`src/rtl/scoreboard_regfile.sv`:
```
// rtl/scoreboard_regfile.sv - integer register file with per-register pending-write scoreboard
// Holds issue until sources are free or bypassable and the destination counter has room.
module scoreboard_regfile #(
  parameter int XLEN   = 32,
  parameter int NREG   = 32,
  parameter int IDX_W  = $clog2(NREG),
  parameter int CNT_W  = 2,
  parameter bit BYPASS = 1'b1
) (
  input  logic             clk_i,
  input  logic             rst_i,
  input  logic             iss_valid_i,
  input  logic             iss_rs1_en_i,
  input  logic [IDX_W-1:0] iss_rs1_i,
  input  logic             iss_rs2_en_i,
  input  logic [IDX_W-1:0] iss_rs2_i,
  input  logic             iss_rd_en_i,
  input  logic [IDX_W-1:0] iss_rd_i,
  output logic             iss_ready_o,
  output logic             stall_o,
  input  logic             wb_valid_i,
  input  logic [IDX_W-1:0] wb_rd_i,
  input  logic [XLEN-1:0]  wb_data_i,
  output logic             op_valid_o,
  output logic [XLEN-1:0]  rs1_data_o,
  output logic [XLEN-1:0]  rs2_data_o,
  output logic             wb_err_o
);

  localparam logic [CNT_W-1:0] CNT_MAX = '1;
  localparam logic [CNT_W-1:0] CNT_ONE = CNT_W'(1);

  logic [XLEN-1:0]  r_regs [NREG];
  logic [CNT_W-1:0] r_cnt  [NREG];

  logic             w_rs1_fwd, w_rs2_fwd;
  logic             w_rs1_rdy, w_rs2_rdy, w_rd_rdy;
  logic             w_accept;
  logic [XLEN-1:0]  w_rs1_val, w_rs2_val;
  logic [NREG-1:0]  w_inc, w_dec;

  // Forwarding only resolves the hazard when this write-back is the last one outstanding.
  assign w_rs1_fwd = BYPASS && wb_valid_i && (wb_rd_i == iss_rs1_i) &&
                     (iss_rs1_i != '0) && (r_cnt[iss_rs1_i] == CNT_ONE);
  assign w_rs2_fwd = BYPASS && wb_valid_i && (wb_rd_i == iss_rs2_i) &&
                     (iss_rs2_i != '0) && (r_cnt[iss_rs2_i] == CNT_ONE);

  assign w_rs1_rdy = !iss_rs1_en_i || (r_cnt[iss_rs1_i] == '0) || w_rs1_fwd;
  assign w_rs2_rdy = !iss_rs2_en_i || (r_cnt[iss_rs2_i] == '0) || w_rs2_fwd;
  assign w_rd_rdy  = !iss_rd_en_i || (iss_rd_i == '0) || (r_cnt[iss_rd_i] != CNT_MAX) ||
                     (wb_valid_i && (wb_rd_i == iss_rd_i));

  assign iss_ready_o = w_rs1_rdy && w_rs2_rdy && w_rd_rdy;
  assign stall_o     = iss_valid_i && !iss_ready_o;
  assign w_accept    = iss_valid_i && iss_ready_o;

  assign w_rs1_val = !iss_rs1_en_i ? '0 : (w_rs1_fwd ? wb_data_i : r_regs[iss_rs1_i]);
  assign w_rs2_val = !iss_rs2_en_i ? '0 : (w_rs2_fwd ? wb_data_i : r_regs[iss_rs2_i]);

  always_comb begin
    w_inc = '0;
    w_dec = '0;
    for (int i = 1; i < NREG; i++) begin
      w_inc[i] = w_accept && iss_rd_en_i && (iss_rd_i == IDX_W'(i));
      w_dec[i] = wb_valid_i && (wb_rd_i == IDX_W'(i)) && (r_cnt[i] != '0);
    end
  end

  // Register 0 is never written and its counter never moves, so it reads 0 and is always free.
  always_ff @(posedge clk_i or negedge rst_i) begin
    if (!rst_i) begin
      for (int i = 0; i < NREG; i++) begin
        r_regs[i] <= '0;
        r_cnt[i]  <= '0;
      end
    end else begin
      if (wb_valid_i && (wb_rd_i != '0)) begin
        r_regs[wb_rd_i] <= wb_data_i;
      end
      for (int i = 1; i < NREG; i++) begin
        r_cnt[i] <= r_cnt[i] + CNT_W'(w_inc[i]) - CNT_W'(w_dec[i]);
      end
    end
  end

  always_ff @(posedge clk_i or negedge rst_i) begin
    if (!rst_i) begin
      op_valid_o <= 1'b0;
      rs1_data_o <= '0;
      rs2_data_o <= '0;
      wb_err_o   <= 1'b0;
    end else begin
      op_valid_o <= w_accept;
      if (w_accept) begin
        rs1_data_o <= w_rs1_val;
        rs2_data_o <= w_rs2_val;
      end
      wb_err_o <= wb_valid_i && (wb_rd_i != '0) && (r_cnt[wb_rd_i] == '0);
    end
  end

endmodule

```
`config.mk`:
```
export PLATFORM = sky130hd
export DESIGN_NAME = scoreboard_regfile
export DESIGN_NICKNAME = d
export VERILOG_FILES = /design/src/rtl/scoreboard_regfile.sv
export SDC_FILE = /design/constraint.sdc
export NUM_CORES = 2
export LEC_CHECK = 0
export BUFFER_PORTS_ARGS = -buffer_cell sky130_fd_sc_hd__buf_2
export CAP_MARGIN = 20
export CORE_MARGIN = 4
export CORE_UTILIZATION = 40
export CTS_CLUSTER_DIAMETER = 60
export DETAILED_ROUTE_END_ITERATION = 10
export MAX_ROUTING_LAYER = met4
export PLACE_DENSITY_LB_ADDON = 0.05
export SLEW_MARGIN = 30
export SYNTH_ARGS = -nofsm -noshare
export SYNTH_HDL_FRONTEND = slang
export SYNTH_SLANG_ARGS = --single-unit
```
`constraint.sdc`:
```
create_clock -name clk_i -period 6.95 [get_ports clk_i]
set_input_delay 1.0425 -clock clk_i [delete_from_list [all_inputs] [get_ports clk_i]]
set_output_delay 1.0425 -clock clk_i [all_outputs]
set_load 0.005 [all_outputs]
```
==> impl_metrics.csv <==
group,metric,value,unit
clocking,cts_resized,0,
critical_path,path_class,"in2out",
clocking,cts-root-buf,"clkbuf_16",
critical_path,startpoint_type,"primary input",
logic_synthesis,postSynth.asyncResetShare,1.00,
logic_synthesis,synth-seq-cells,1152,
clocking,cts_hold_buffers,0,
routing,first_iter_violations,2899,
sta,post-route-min-period,5.07,ns
grt,grt_use_total,0.261,
layout,drive_gt1_frac,0.471,
logic_synthesis,synth_fa_ha_area_frac,0.0123,
clocking,clk_pin_slew,0.05,ns
sta,slew_headroom,0.288,
logic_synthesis,synthMuxAreaShare,0.429,
pwr,power_leakage,0.0315,µW
logic_synthesis,yosysUniqueCellTypes,57,
floorplan,rows,145,
critical_path,reg2reg_slack,2.99,ns
run_status,status,"complete, no violations",
logic_synthesis,syn_avg_cell_area,14.2,µm²
critical_path,crit_required,5.91,ns
grt,grt_max_degree,149,
critical_path,slowest_stage,"buf_4",
logic_synthesis,yosysMostFrequentCell,"dfrtp_1",
grt,grt_overflow,0,
logic_synthesis,synth-edff-count,0,
job,maxCapViolations,0,
critical_path,cp.arrival,4.03,ns
critical_path,timing.rr.end,"rs1_data_o[17]",
place,gp_congestion,0.816,
sta,fin_crit_sh,0.729,
routing,drt_wl_total,206,mm
logic_synthesis,yosysWarnings,2,
sta,drv_slew,0,
grt,antenna_found_initial,6,
clocking,tritoncts,"done",
clocking,cts_buffers,150,
routing,viasPerCell,6.07,
critical_path,path_cells,"buf_4 -> mux2_1 -> o311ai_0 -> a311oi_1 -> o41ai_1 -> o211ai_1 -> nor4_2 -> and2b_1 -> buf_2",
sta,hold_violations,0,
pwr,ir_drop,0.284,mV
routing,dr_total_vias,39600,
clocking,clock_latency,0.82,ns
routing,route.detailed.drc,0,
routing,first_pass_iters,7,
floorplan,num_io_pins,127,
place,numPortBuffers,126,
floorplan,die-height,406,µm
logic_synthesis,synth_top_area_frac,0.456,
sta,tightest_slew,1.07,ns
logic_synthesis,synth_cells,4439,
layout,n_fill_cell,13900,
critical_path,worst-path-max-fanout,44,
logic_synthesis,syn_nets,4560,
grt,grt_pass1_wl,303,mm
critical_path,timing.rr.start,"r_cnt[11]",
logic_synthesis,synth_compound_area_frac,0.0229,
sta,skew,0.0380,ns
floorplan,dieArea,164000,µm²
min_path,holdCritPathClass,"in2async",
layout,area_delta_synth_final,12.9,%
floorplan,die_w,406,µm
sta,holdWs,0.185,ns
clocking,post_cts_buffers,0,
critical_path,cp-end-kind,"primary output",
place,hpwl,117,mm
logic_synthesis,synthTopCellsByArea,"dfrtp_1 (46%), mux2_2 (19%), mux4_2 (19%)",
logic_synthesis,yosys.area_share.simple,0.0362,
sta,setup_violations,0,
critical_path,crit_family,"compound AO/OA/AOI/OAI gates",
sta,fmax,197,MHz
logic_synthesis,yosysTopAreaCell,"dfrtp_1",
floorplan,core,157000,µm²
sta,setup_tns,0,ns
logic_synthesis,synth_ff_type,"dfrtp_1",
sta,rsz0062_at_grt,"false",
logic_synthesis,synthXorXnorAreaFrac,0.0104,
logic_synthesis,synth_top_family_by_area,"multiplexers",
floorplan,start_util,0.404,
clocking,cts_sinks,1152,
logic_synthesis,netlist_area,63200,µm²
routing,wl_per_cell,31.6,µm
pwr,powerDensity,308,nW/µm²
critical_path,ff2ff_path_depth,9,
critical_path,slowest_delay,0.69,ns
logic_synthesis,synth_commonest_cells,"dfrtp_1 (1152), mux2_2 (1053), mux4_2 (524)",
routing,antenna_left,0,
clocking,cts-htree-levels,4,
grt,grt_pass1_vias,41200,
logic_synthesis,synth-seq-area-share,0.456,
critical_path,crit_buf_inv,2,
layout,nNetsFinal,4464,
clocking,clock_path_buffers,3,
## cells in the final DEF (no fill, tap or decap), types with 5 or more instances in the layout
cell type      n
mux2_4        10
and3_1         6
clkinv_8       6
o21ai_0       34
nand4_1       50
nor2_4        18
buf_2        114
nand2_1      197
nor2b_1        7
nand2_4        8
buf_4         81
inv_16         5
nor2_1        57
clkinvlp_4     7
o211ai_1       6
clkbuf_8      28
o21a_1         7
ha_1          62
nand2b_1       7
nand3_1       95
a211oi_1       5
clkbuf_1      30
buf_12        20
a21oi_1       21
mux2_2      1053
a22oi_1       75
inv_1         38
clkinv_2      20
a31oi_1       37
mux2i_1      332
bufinv_16     16
xnor2_1       68
dfrtp_1     1152
mux4_2       524
a311oi_1       5
xor2_1         7
buf_16         6
buf_8          5
nor3_1        23
clkbuf_16    150
## logic make-up (layout without fill, tap and decap cells)
group | count (synthesis) | after routing
xor+xnor | 75 | 75
fa+ha+maj | 62 | 62
buf+inv | 517 | 543
other cells | 0 | 4
compound gates | 213 | 213
mux | 1920 | 1920
simple gates | 500 | 500
flops | 1152 | 1152
## registers in the layout (all words and copies together) (netlist names)
| signal | cells |
|---|---|
| r_cnt | 62 |
| op_valid_o | 1 |
| wb_err_o | 1 |
| rs1_data_o | 32 |
| r_regs | 1024 |
| rs2_data_o | 32 |
## worst reg2reg max path, delay by kind of cell (launching register included)
family	cells	cell delay [ns]
buffers and inverters	1	0.58
DFF	1	0.47
muxes	2	0.81
and+or+nand+nor	2	0.94
AOI/OAI and AO/OA	4	1.05
## area by class of cell
type                       count  area (µm²)  area share
multi-input combinational   2770       32600       0.457
inverter                      39         154     0.00216
timing repair buffer         230        1860      0.0261
clock buffer                 208        4250      0.0596
sequential                  1152       28800       0.404
clock inverter                66        1020      0.0143
antenna                        4        10.0    0.000140
tap                         2058        2570      0.0361
## power breakdown
| part | switching [µW] | internal (µW) |
|---|---|---|
| Clock | 3290 | 4940 |
| Sequential | 1180 | 8130 |
| Combinational | 1810 | 2610 |
## worst max path at each step
stage,cells after the start,slack (ns),end,start
floorplan,17,2.72,r_cnt[45],iss_rs1_i[2]
global placement,12,1.67,rs1_data_o[5],iss_rs1_i[2]
detailed placement,10,1.67,rs1_data_o[19],iss_rs1_i[2]
CTS,9,1.88,stall_o,iss_rs1_i[2]
global route,9,1.59,stall_o,iss_rd_i[1]
finish,9,1.88,stall_o,iss_rs1_i[2]
## stage by stage
stage                     instances   util  area [µm²]  total power (µW)  setup slack [ns]
after floorplan                4439      -       63200             12400              2.72
after global placement         6237  0.420       65700             13700              1.67
after detailed placement       6248  0.422       66000             13900              1.67
after CTS                      6522  0.455       71300             22200              1.88
after global routing           6525  0.456       71300             23000              1.59
final                          6527  0.456       71300             22000              1.88
## per-layer routing
layer | vias to the layer above | GRT usage | part of all wire
li1 | 16700 | - | -
met1 | 21700 | 0.369 | 0.46
met4 | 0 | 0.0614 | 0.022
met5 | - | - | 0
met3 | 250 | 0.0344 | 0.045
met2 | 912 | 0.404 | 0.47
Power figures use the tool's default switching activity.
